### src/rtl/wb_mem_arbiter_if.sv
// Wishbone point-to-point bus bundle shared by the arbiter's master-facing and slave-facing ports.
// The arbiter takes the slave modport on each requester side and the master modport toward memory.
interface wb_mem_arbiter_if #(
    parameter int unsigned ADDR_W = 32,
    parameter int unsigned DATA_W = 32
) ();

    logic              cyc;
    logic              stb;
    logic              we;
    logic [ADDR_W-1:0] addr;
    logic [DATA_W-1:0] wdata;
    logic [1:0]        width;
    logic [DATA_W-1:0] rdata;
    logic              ack;
    logic              err;

    modport master (
        output cyc, stb, we, addr, wdata, width,
        input  rdata, ack, err
    );

    modport slave (
        input  cyc, stb, we, addr, wdata, width,
        output rdata, ack, err
    );

endinterface

### src/rtl/wb_mem_arbiter.sv
// Two-master round-robin Wishbone arbiter (m0 = fetch, m1 = data) in front of one memory port.
// Define WB_ARB_TIMEOUT_EN to abort granted beats that wait TIMEOUT cycles for ack.
module wb_mem_arbiter #(
    parameter int unsigned ADDR_W  = 32,
    parameter int unsigned DATA_W  = 32,
    parameter int unsigned TIMEOUT = 255
) (
    input  logic                   iClk,
    input  logic                   nRst,
    wb_mem_arbiter_if.slave        m0,
    wb_mem_arbiter_if.slave        m1,
    wb_mem_arbiter_if.master       s,
    output logic [1:0]             oGrant
);

    // Encoding doubles as the one-hot grant vector {m1,m0}.
    typedef enum logic [1:0] {
        StIdle = 2'b00,
        StG0   = 2'b01,
        StG1   = 2'b10
    } state_e;

    state_e state_q;
    logic   last_q;  // 0: m0 completed last, 1: m1 completed last
    logic   req0;
    logic   req1;
    logic   own_req;
    logic   owner;
    logic   tmo;

    assign req0  = m0.cyc & m0.stb;
    assign req1  = m1.cyc & m1.stb;
    assign owner = (state_q == StG1);

    always_comb begin
        own_req = 1'b0;
        unique case (state_q)
            StG0:    own_req = req0;
            StG1:    own_req = req1;
            default: own_req = 1'b0;
        endcase
    end

    // On contention the master that did not finish last wins.
    function automatic state_e pick(input logic r0, input logic r1, input logic lst);
        state_e nxt;
        if (r0 && r1) begin
            nxt = lst ? StG0 : StG1;
        end else if (r0) begin
            nxt = StG0;
        end else if (r1) begin
            nxt = StG1;
        end else begin
            nxt = StIdle;
        end
        return nxt;
    endfunction

`ifdef WB_ARB_TIMEOUT_EN
    localparam int unsigned CNT_W = ($clog2(TIMEOUT + 1) > 8) ? $clog2(TIMEOUT + 1) : 8;

    logic [CNT_W-1:0] tmo_cnt_q;

    always_ff @(posedge iClk or negedge nRst) begin
        if (!nRst) begin
            tmo_cnt_q <= '0;
        end else if (state_q == StIdle || s.ack || tmo) begin
            tmo_cnt_q <= '0;
        end else begin
            tmo_cnt_q <= tmo_cnt_q + 1'b1;
        end
    end

    assign tmo = (state_q != StIdle) && (tmo_cnt_q == CNT_W'(TIMEOUT));
`else
    assign tmo = 1'b0;
`endif

    always_ff @(posedge iClk or negedge nRst) begin
        if (!nRst) begin
            state_q <= StIdle;
            last_q  <= 1'b0;
        end else begin
            unique case (state_q)
                StIdle: begin
                    state_q <= pick(req0, req1, last_q);
                end
                StG0, StG1: begin
                    if (tmo || s.ack) begin
                        last_q  <= owner;
                        state_q <= pick(req0, req1, owner);
                    end else if (!own_req) begin
                        state_q <= StIdle;
                    end
                end
                default: begin
                    state_q <= StIdle;
                end
            endcase
        end
    end

    assign oGrant = state_q;

    // Slave mux and ack/err steering follow the registered grant only.
    always_comb begin
        s.cyc    = 1'b0;
        s.stb    = 1'b0;
        s.we     = 1'b0;
        s.addr   = '0;
        s.wdata  = '0;
        s.width  = 2'b00;
        m0.ack   = 1'b0;
        m0.err   = 1'b0;
        m1.ack   = 1'b0;
        m1.err   = 1'b0;
        m0.rdata = s.rdata;
        m1.rdata = s.rdata;
        unique case (state_q)
            StG0: begin
                s.cyc   = m0.cyc & ~tmo;
                s.stb   = m0.stb & ~tmo;
                s.we    = m0.we;
                s.addr  = m0.addr;
                s.wdata = m0.wdata;
                s.width = m0.width;
                m0.ack  = s.ack & ~tmo;
                m0.err  = tmo;
            end
            StG1: begin
                s.cyc   = m1.cyc & ~tmo;
                s.stb   = m1.stb & ~tmo;
                s.we    = m1.we;
                s.addr  = m1.addr;
                s.wdata = m1.wdata;
                s.width = m1.width;
                m1.ack  = s.ack & ~tmo;
                m1.err  = tmo;
            end
            default: begin
            end
        endcase
    end

endmodule
### src/flat_wrapper.sv
// flat-port wrapper written by rule: the top's interface ports become plain ports
module wb_mem_arbiter_flat 
#(
    parameter int unsigned ADDR_W  = 32,
    parameter int unsigned DATA_W  = 32,
    parameter int unsigned TIMEOUT = 255
)
  (iClk, nRst, oGrant, m0_cyc, m0_stb, m0_we, m0_addr, m0_wdata, m0_width, m0_rdata, m0_ack, m0_err, m1_cyc, m1_stb, m1_we, m1_addr, m1_wdata, m1_width, m1_rdata, m1_ack, m1_err, s_cyc, s_stb, s_we, s_addr, s_wdata, s_width, s_rdata, s_ack, s_err);
  wb_mem_arbiter_if #(.ADDR_W(ADDR_W), .DATA_W(DATA_W)) m0_i ();
  wb_mem_arbiter_if #(.ADDR_W(ADDR_W), .DATA_W(DATA_W)) m1_i ();
  wb_mem_arbiter_if #(.ADDR_W(ADDR_W), .DATA_W(DATA_W)) s_i ();
  input  logic iClk;
  input  logic nRst;
  output logic [1:0] oGrant;
  input wire logic [$bits(m0_i.cyc)-1:0] m0_cyc;
  input wire logic [$bits(m0_i.stb)-1:0] m0_stb;
  input wire logic [$bits(m0_i.we)-1:0] m0_we;
  input wire logic [$bits(m0_i.addr)-1:0] m0_addr;
  input wire logic [$bits(m0_i.wdata)-1:0] m0_wdata;
  input wire logic [$bits(m0_i.width)-1:0] m0_width;
  output wire logic [$bits(m0_i.rdata)-1:0] m0_rdata;
  output wire logic [$bits(m0_i.ack)-1:0] m0_ack;
  output wire logic [$bits(m0_i.err)-1:0] m0_err;
  input wire logic [$bits(m1_i.cyc)-1:0] m1_cyc;
  input wire logic [$bits(m1_i.stb)-1:0] m1_stb;
  input wire logic [$bits(m1_i.we)-1:0] m1_we;
  input wire logic [$bits(m1_i.addr)-1:0] m1_addr;
  input wire logic [$bits(m1_i.wdata)-1:0] m1_wdata;
  input wire logic [$bits(m1_i.width)-1:0] m1_width;
  output wire logic [$bits(m1_i.rdata)-1:0] m1_rdata;
  output wire logic [$bits(m1_i.ack)-1:0] m1_ack;
  output wire logic [$bits(m1_i.err)-1:0] m1_err;
  output wire logic [$bits(s_i.cyc)-1:0] s_cyc;
  output wire logic [$bits(s_i.stb)-1:0] s_stb;
  output wire logic [$bits(s_i.we)-1:0] s_we;
  output wire logic [$bits(s_i.addr)-1:0] s_addr;
  output wire logic [$bits(s_i.wdata)-1:0] s_wdata;
  output wire logic [$bits(s_i.width)-1:0] s_width;
  input wire logic [$bits(s_i.rdata)-1:0] s_rdata;
  input wire logic [$bits(s_i.ack)-1:0] s_ack;
  input wire logic [$bits(s_i.err)-1:0] s_err;
  assign m0_i.cyc = m0_cyc;
  assign m0_i.stb = m0_stb;
  assign m0_i.we = m0_we;
  assign m0_i.addr = m0_addr;
  assign m0_i.wdata = m0_wdata;
  assign m0_i.width = m0_width;
  assign m0_rdata = m0_i.rdata;
  assign m0_ack = m0_i.ack;
  assign m0_err = m0_i.err;
  assign m1_i.cyc = m1_cyc;
  assign m1_i.stb = m1_stb;
  assign m1_i.we = m1_we;
  assign m1_i.addr = m1_addr;
  assign m1_i.wdata = m1_wdata;
  assign m1_i.width = m1_width;
  assign m1_rdata = m1_i.rdata;
  assign m1_ack = m1_i.ack;
  assign m1_err = m1_i.err;
  assign s_cyc = s_i.cyc;
  assign s_stb = s_i.stb;
  assign s_we = s_i.we;
  assign s_addr = s_i.addr;
  assign s_wdata = s_i.wdata;
  assign s_width = s_i.width;
  assign s_i.rdata = s_rdata;
  assign s_i.ack = s_ack;
  assign s_i.err = s_err;
  wb_mem_arbiter #(.ADDR_W(ADDR_W), .DATA_W(DATA_W), .TIMEOUT(TIMEOUT)) u_core (.iClk(iClk), .nRst(nRst), .m0(m0_i), .m1(m1_i), .s(s_i), .oGrant(oGrant));
endmodule
### config.mk
export PLATFORM = sky130hd
export DESIGN_NAME = wb_mem_arbiter_flat
export DESIGN_NICKNAME = d
export VERILOG_FILES = /design/src/rtl/wb_mem_arbiter_if.sv /design/src/rtl/wb_mem_arbiter.sv /design/src/flat_wrapper.sv
export SDC_FILE = /design/constraint.sdc
export NUM_CORES = 1
export LEC_CHECK = 0
export CAP_MARGIN = 5
export CORE_AREA = 2 2 121 123
export CTS_CLUSTER_DIAMETER = 30
export DETAILED_ROUTE_END_ITERATION = 12
export DIE_AREA = 0 0 123 125
export PLACE_DENSITY_LB_ADDON = 0.3
export SKIP_CTS_REPAIR_TIMING = 1
export SLEW_MARGIN = 20
export SYNTH_ARGS = -nofsm -noshare
export SYNTH_HDL_FRONTEND = slang
export SYNTH_SLANG_ARGS = --single-unit
### constraint.sdc
create_clock -name iClk -period 2.3 [get_ports iClk]
set_input_delay 0.23 -clock iClk [delete_from_list [all_inputs] [get_ports iClk]]
set_output_delay 0.23 -clock iClk [all_outputs]
set_load 0.005 [all_outputs]
==> flow_summary.ini, run 1 <==
[timing]
slew_violations = 0
layout_worst_path_cycle_share = 0.9548
setup-tns-final_ns = 0
fmax_mhz = 455.4
setup_viol = 0
layout_min_cycle_time_ns = 2.196
rsz0062_at_grt = no
finClkSkew_ns = 0.002585
hold_violations = 0

[clock_network]
h-tree-depth = 1
numCtsBuffers = 3
clk_path_buf_depth = 2
clock_latency_ns = 0.23
cts_tree = yes
clkTransAtPathRegs_ns = 0.03
root_buffer = clkbuf_16
cts_sinks = 3

[power]
ir_worst_vdd_mv = 0.2198
power.density_mw_per_mm2 = 289.0
leakage_uw = 0.001233
p_total_uw = 1136

[layout]
syn2layout_area_growth_pct = 115.1
layout.nets = 578
layout.area.seq_um2 = 77.57
layout_commonest_cell = clkdlybuf4s50_1
drive_above_1_share = 0.06281
layout_common_cells = clkdlybuf4s50_1, a22oi_1, nor2b_1, clkbuf_16, buf_12
nFillCells = 1523
multiInputGateArea_mm2 = 0.001195
diodes = 0

[logic_synthesis]
synth_warnings = 0
ys_types = 25
synth_area_per_cell_um2 = 7.085
netlist_instances = 258
ys_seq_elements = 3
synth_seq_area_share = 0.04107
syn_area_mm2 = 0.001828

[grt]
grt_pass1_vias = 2279
grt_max_degree = 38
antenna_found_initial = 0
gr-total-overflow = 0
grt_pass1_wl_mm = 10.75
grt_usage = 0.08463

[worst_setup_path]
worstPathRequired_ns = 2.07
crit_fanout = 32
cp-end-kind = output pin
path_class = flop to output pin
critPathArrivalTime_ns = 1.97
worst_setup_path_start_kind = flop

[route]
vias = 2332
dr.pass1.iters = 4
postRouteWirelength_mm = 8.181
drtAntennaViolNets = 0
routed_via_density = 4.007
initialDrtViolationCount = 55
post_drt_wl_per_cell_um = 14.06
drc_errors = 0

[floorplan]
die_area_mm2 = 0.01538
die_w_um = 123
core_mm2 = 0.01420
die_h_um = 125
initial_core_util = 0.1287
ioPinCount = 313
std_cell_rows = 44

[hold_path]
min_path_type = input port to async pin

[place]
dp_hpwl_mm = 5.962
portBuffers = 213
gp_congestion = 0.7508

[run]
cap_violations = 0

[outcome]
outcome = complete, no violations
power by group:
| group | total [uW] | switching [uW] | internal (uW) | leakage, uW |
|---|---|---|---|---|
| sequential | 71.2 | 10.1 | 61.0 | 0.0000370 |
| combinational | 786 | 269 | 517 | 0.00116 |
| clock | 279 | 50.0 | 229 | 0.0000382 |
| total | 1140 | 329 | 807 | 0.00123 |
cell families after synthesis:
group / Yosys count / share of synthesized area
flip-flops: 3 / 0.04107
buffers and inverters: 91 / 0.3279
AND/OR/NAND/NOR: 80 / 0.2690
adder cells (fa/ha/maj): 5 / 0.03422
other: 1 / 0.002051
multiplexers: 1 / 0.006160
AO/OA/AOI/OAI: 77 / 0.3196
metrics by stage:
| step | std cells | hold slack [ns] | utilization | area, um^2 | setup slack (ns) |
|---|---|---|---|---|---|
| 2_1_floorplan | 259 | -0.06559 | - | 1832 | 0.6039 |
| 4_1_cts | 578 | 0.1866 | 0.2687 | 3816 | -0.01666 |
| 6_report | 582 | 0.1864 | 0.2768 | 3931 | 0.1040 |
| 3_3_place_gp | 574 | 0.4193 | 0.2631 | 3737 | 0.2356 |
| 3_5_place_dp | 574 | 0.4250 | 0.2631 | 3737 | 0.2168 |
| 5_1_grt | 582 | 0.2014 | 0.2768 | 3931 | 0.003185 |
layer usage:
metal | vias to the layer above | global-route usage | share of wire
met5 | - | 0 | 0
met4 | 0 | 0.04479 | 0.038
met3 | 35 | 0.02099 | 0.10
met2 | 139 | 0.1683 | 0.52
met1 | 1040 | 0.07559 | 0.34
li1 | 1118 | - | -
final timing paths:
check | startpoint | endpoint | slack (ns) | cells past startpoint
setup / recovery | u_core.oGrant[0]$_DFFE_PN0P_ | s_addr[6] | 0.10 | 6
hold / removal | nRst | u_core.last_q$_DFFE_PN0P_ | 0.19 | 1
setup reg to reg | u_core.oGrant[0]$_DFFE_PN0P_ | u_core.oGrant[1]$_DFFE_PN0P_ | 0.44 | 7
hold reg to reg | u_core.last_q$_DFFE_PN0P_ | u_core.last_q$_DFFE_PN0P_ | 0.57 | 1
max in group asynchronous | nRst | u_core.oGrant[0]$_DFFE_PN0P_ | 1.96 | 1
min in group iClk | s_rdata[23] | m1_rdata[23] | 0.46 | 0
layout make-up:
type                            instances  area share
Timing Repair Buffer                  224      0.5958
Sequential cell                         3     0.01973
Tap cell                              184     0.05856
Inverter                                2    0.001910
Clock buffer                            4     0.02005
Multi-Input combinational cell        165      0.3039
sequential cells by signal, indices dropped and copies added (netlist names):
name	flops
u_core.oGrant	2
u_core.last_q	1
synthesized netlist by cell type:
cell type	number	area share
ha_1	5	0.034
clkbuf_1	20	0.041
dfrtp_1	3	0.041
a41oi_1	1	0.0048
a21oi_1	1	0.0027
nand4_1	1	0.0034
a21o_1	1	0.0041
o21bai_1	1	0.0041
and2_1	3	0.010
mux2_2	1	0.0062
o21ai_0	1	0.0027
nor2b_1	69	0.24
nand3_1	2	0.0055
conb_1	1	0.0021
buf_4	66	0.27
a22oi_1	69	0.28
buf_2	2	0.0055
a21oi_2	1	0.0048
or2b_1	1	0.0041
o41ai_1	1	0.0048
a2111oi_2	1	0.0082
nand2_1	3	0.0062
inv_1	2	0.0041
buf_6	1	0.0062
nand2_2	1	0.0034
critical path, stage by stage (launching register included):
cell and delay (ns):
dfrtp_2 0.45, inv_2 0.13, ha_4 0.19, buf_12 0.18, a22oi_1 0.11, nor2b_1 0.14
clkdlybuf4s50_1 0.51
Note: power is estimated with default switching activity, not from simulation.
==> run 2, diff against run 1 <==
CORE_AREA = 5 5 117 119   (was 2 2 121 123)
DIE_AREA = 0 0 122 124   (was 0 0 123 125)
REMOVE_ABC_BUFFERS = 1   (was not set)
==> flow_summary.ini, run 2 (synthesis gave the netlist of run 1 again) <==
[route]
drc_errors = 0
dr.pass1.iters = 4
drtAntennaViolNets = 0
initialDrtViolationCount = 84
post_drt_wl_per_cell_um = 20.24
vias = 2470
postRouteWirelength_mm = 11.62
routed_via_density = 4.303

[timing]
setup-tns-final_ns = 0
hold_violations = 0
holdWs_ns = 0.1924
rsz0062_at_grt = no
setup_slack_ns = 0.1047
setup_viol = 0
fmax_mhz = 455.5
layout_worst_path_cycle_share = 0.9545
slew_violations = 0
layout_min_cycle_time_ns = 2.195
finClkSkew_ns = 0.0001431

[worst_setup_path]
worst_setup_path_start_kind = flop
cp-end-kind = output pin
path_class = flop to output pin
crit_path_max_incr_delay_ns = 0.55
path_cells = inv_2 -> ha_4 -> buf_12 -> a22oi_1 -> nor2b_1 -> clkdlybuf4s50_1
worstPathRequired_ns = 2.07
critPathArrivalTime_ns = 1.97
cp_slowest_cell = clkdlybuf4s50_1
crit_fanout = 19

[floorplan]
die_h_um = 124
initial_core_util = 0.1466
die_area_mm2 = 0.01513
die_w_um = 122
core_mm2 = 0.01247
ioPinCount = 313
std_cell_rows = 41

[power]
internal_power_uw = 820.1
p_total_uw = 1154
seq_power_share = 0.061
power.density_mw_per_mm2 = 290.1
swShare = 0.2896
switching_power_uw = 334.3
leakage_uw = 0.001316
ir_worst_vdd_mv = 0.4877
p_comb_frac = 0.705
clock_power_share = 0.235

[layout]
final_util = 0.3192
layout.nets = 582
layout_commonest_cell = clkdlybuf4s50_1
largest_reg_flops = 2
nFillCells = 1366
diodes = 0
drive_above_1_share = 0.07960
layout_common_cells = clkdlybuf4s50_1, a22oi_1, nor2b_1, clkbuf_16, buf_12
syn2layout_area_growth_pct = 117.7

[grt]
gr-total-overflow = 0
antenna_found_initial = 0
met2_usage = 0.1882
grt_max_degree = 40
grt_util_met3 = 0.09401
met1_usage = 0.1457
grt_pass1_vias = 2479
grt_pass1_wl_mm = 14.56
grt_usage = 0.1252
busiest_layer = met2

[place]
gp_congestion = 0.6975
dp_slack_ns = 0.2059
portBuffers = 213
dp_hpwl_mm = 9.248

[hold_path]
min_path_type = input port to async pin

[clock_network]
h-tree-depth = 1
clk_path_buf_depth = 2
cts_sinks = 3
cts_tree = yes
clkTransAtPathRegs_ns = 0.03
clock_latency_ns = 0.22
numCtsBuffers = 3
root_buffer = clkbuf_16

[outcome]
outcome = complete, no violations

[run]
cap_violations = 0
-- run 2: cell count changes in the layout (fill, tap and decap cells not counted), sizes merged --
| cell | before | now |
|---|---|---|
| buf | 8 | 11 |
| clkdlybuf4s50 | 213 | 210 |
| dlymetal6s2s | 0 | 3 |
| clkbuf | 7 | 8 |
-- run 2: cell type report --
class	instances	area [um^2]	share of cell area
multi-input cells	165	1202	0.3022
clock buffers	4	78.83	0.01981
inverters	2	7.507	0.001887
well taps	172	215.2	0.05409
flip-flops and latches	3	77.57	0.01950
repair buffers	228	2397	0.6025
-- run 2: path summary, 6_finish.rpt --
path,from,to,slack (ns),cells past startpoint
min,nRst,u_core.last_q$_DFFE_PN0P_,0.19,1
min reg2reg,u_core.last_q$_DFFE_PN0P_,u_core.last_q$_DFFE_PN0P_,0.57,1
max reg2reg,u_core.oGrant[1]$_DFFE_PN0P_,u_core.oGrant[0]$_DFFE_PN0P_,0.50,7
max,u_core.oGrant[0]$_DFFE_PN0P_,s_wdata[22],0.10,6
min in group iClk,s_rdata[27],m1_rdata[27],0.46,0
max in group asynchronous,nRst,u_core.oGrant[1]$_DFFE_PN0P_,1.95,1
-- run 2: metal layers --
metal  share of wire  vias up  wire length, um
li1                -     1126                -
met1            0.39     1138             4570
met2            0.43      200             5035
met3            0.17        4             1922
met4          0.0012        2               14
met5          0.0066        -               77
-- run 2: stage by stage --
step / cell area, um^2 / instances
final: 3979 / 574
after global routing: 3979 / 574
after CTS: 3794 / 565
after detailed placement: 3715 / 561
after global placement: 3715 / 561
after floorplan: 1240 / 170
-- run 2: power by group through the flow --
stage	sequential (uW)	clock, uW	combinational (uW)
after floorplan	66.9	0	260
after global placement	68.4	0	734
after detailed placement	69.4	0	740
after CTS	69.3	277	743
after global routing	70.7	284	872
final	69.9	271	814
-- run 2: worst max-delay path: cells and delay by family (launching register included) --
| kind | cells | cell delay [ns] |
|---|---|---|
| AO/OA/AOI/OAI | 1 | 0.10 |
| adder cells (fa/ha/maj) | 1 | 0.24 |
| buffers and inverters | 3 | 0.85 |
| flip-flops | 1 | 0.42 |
| AND/OR/NAND/NOR | 1 | 0.12 |
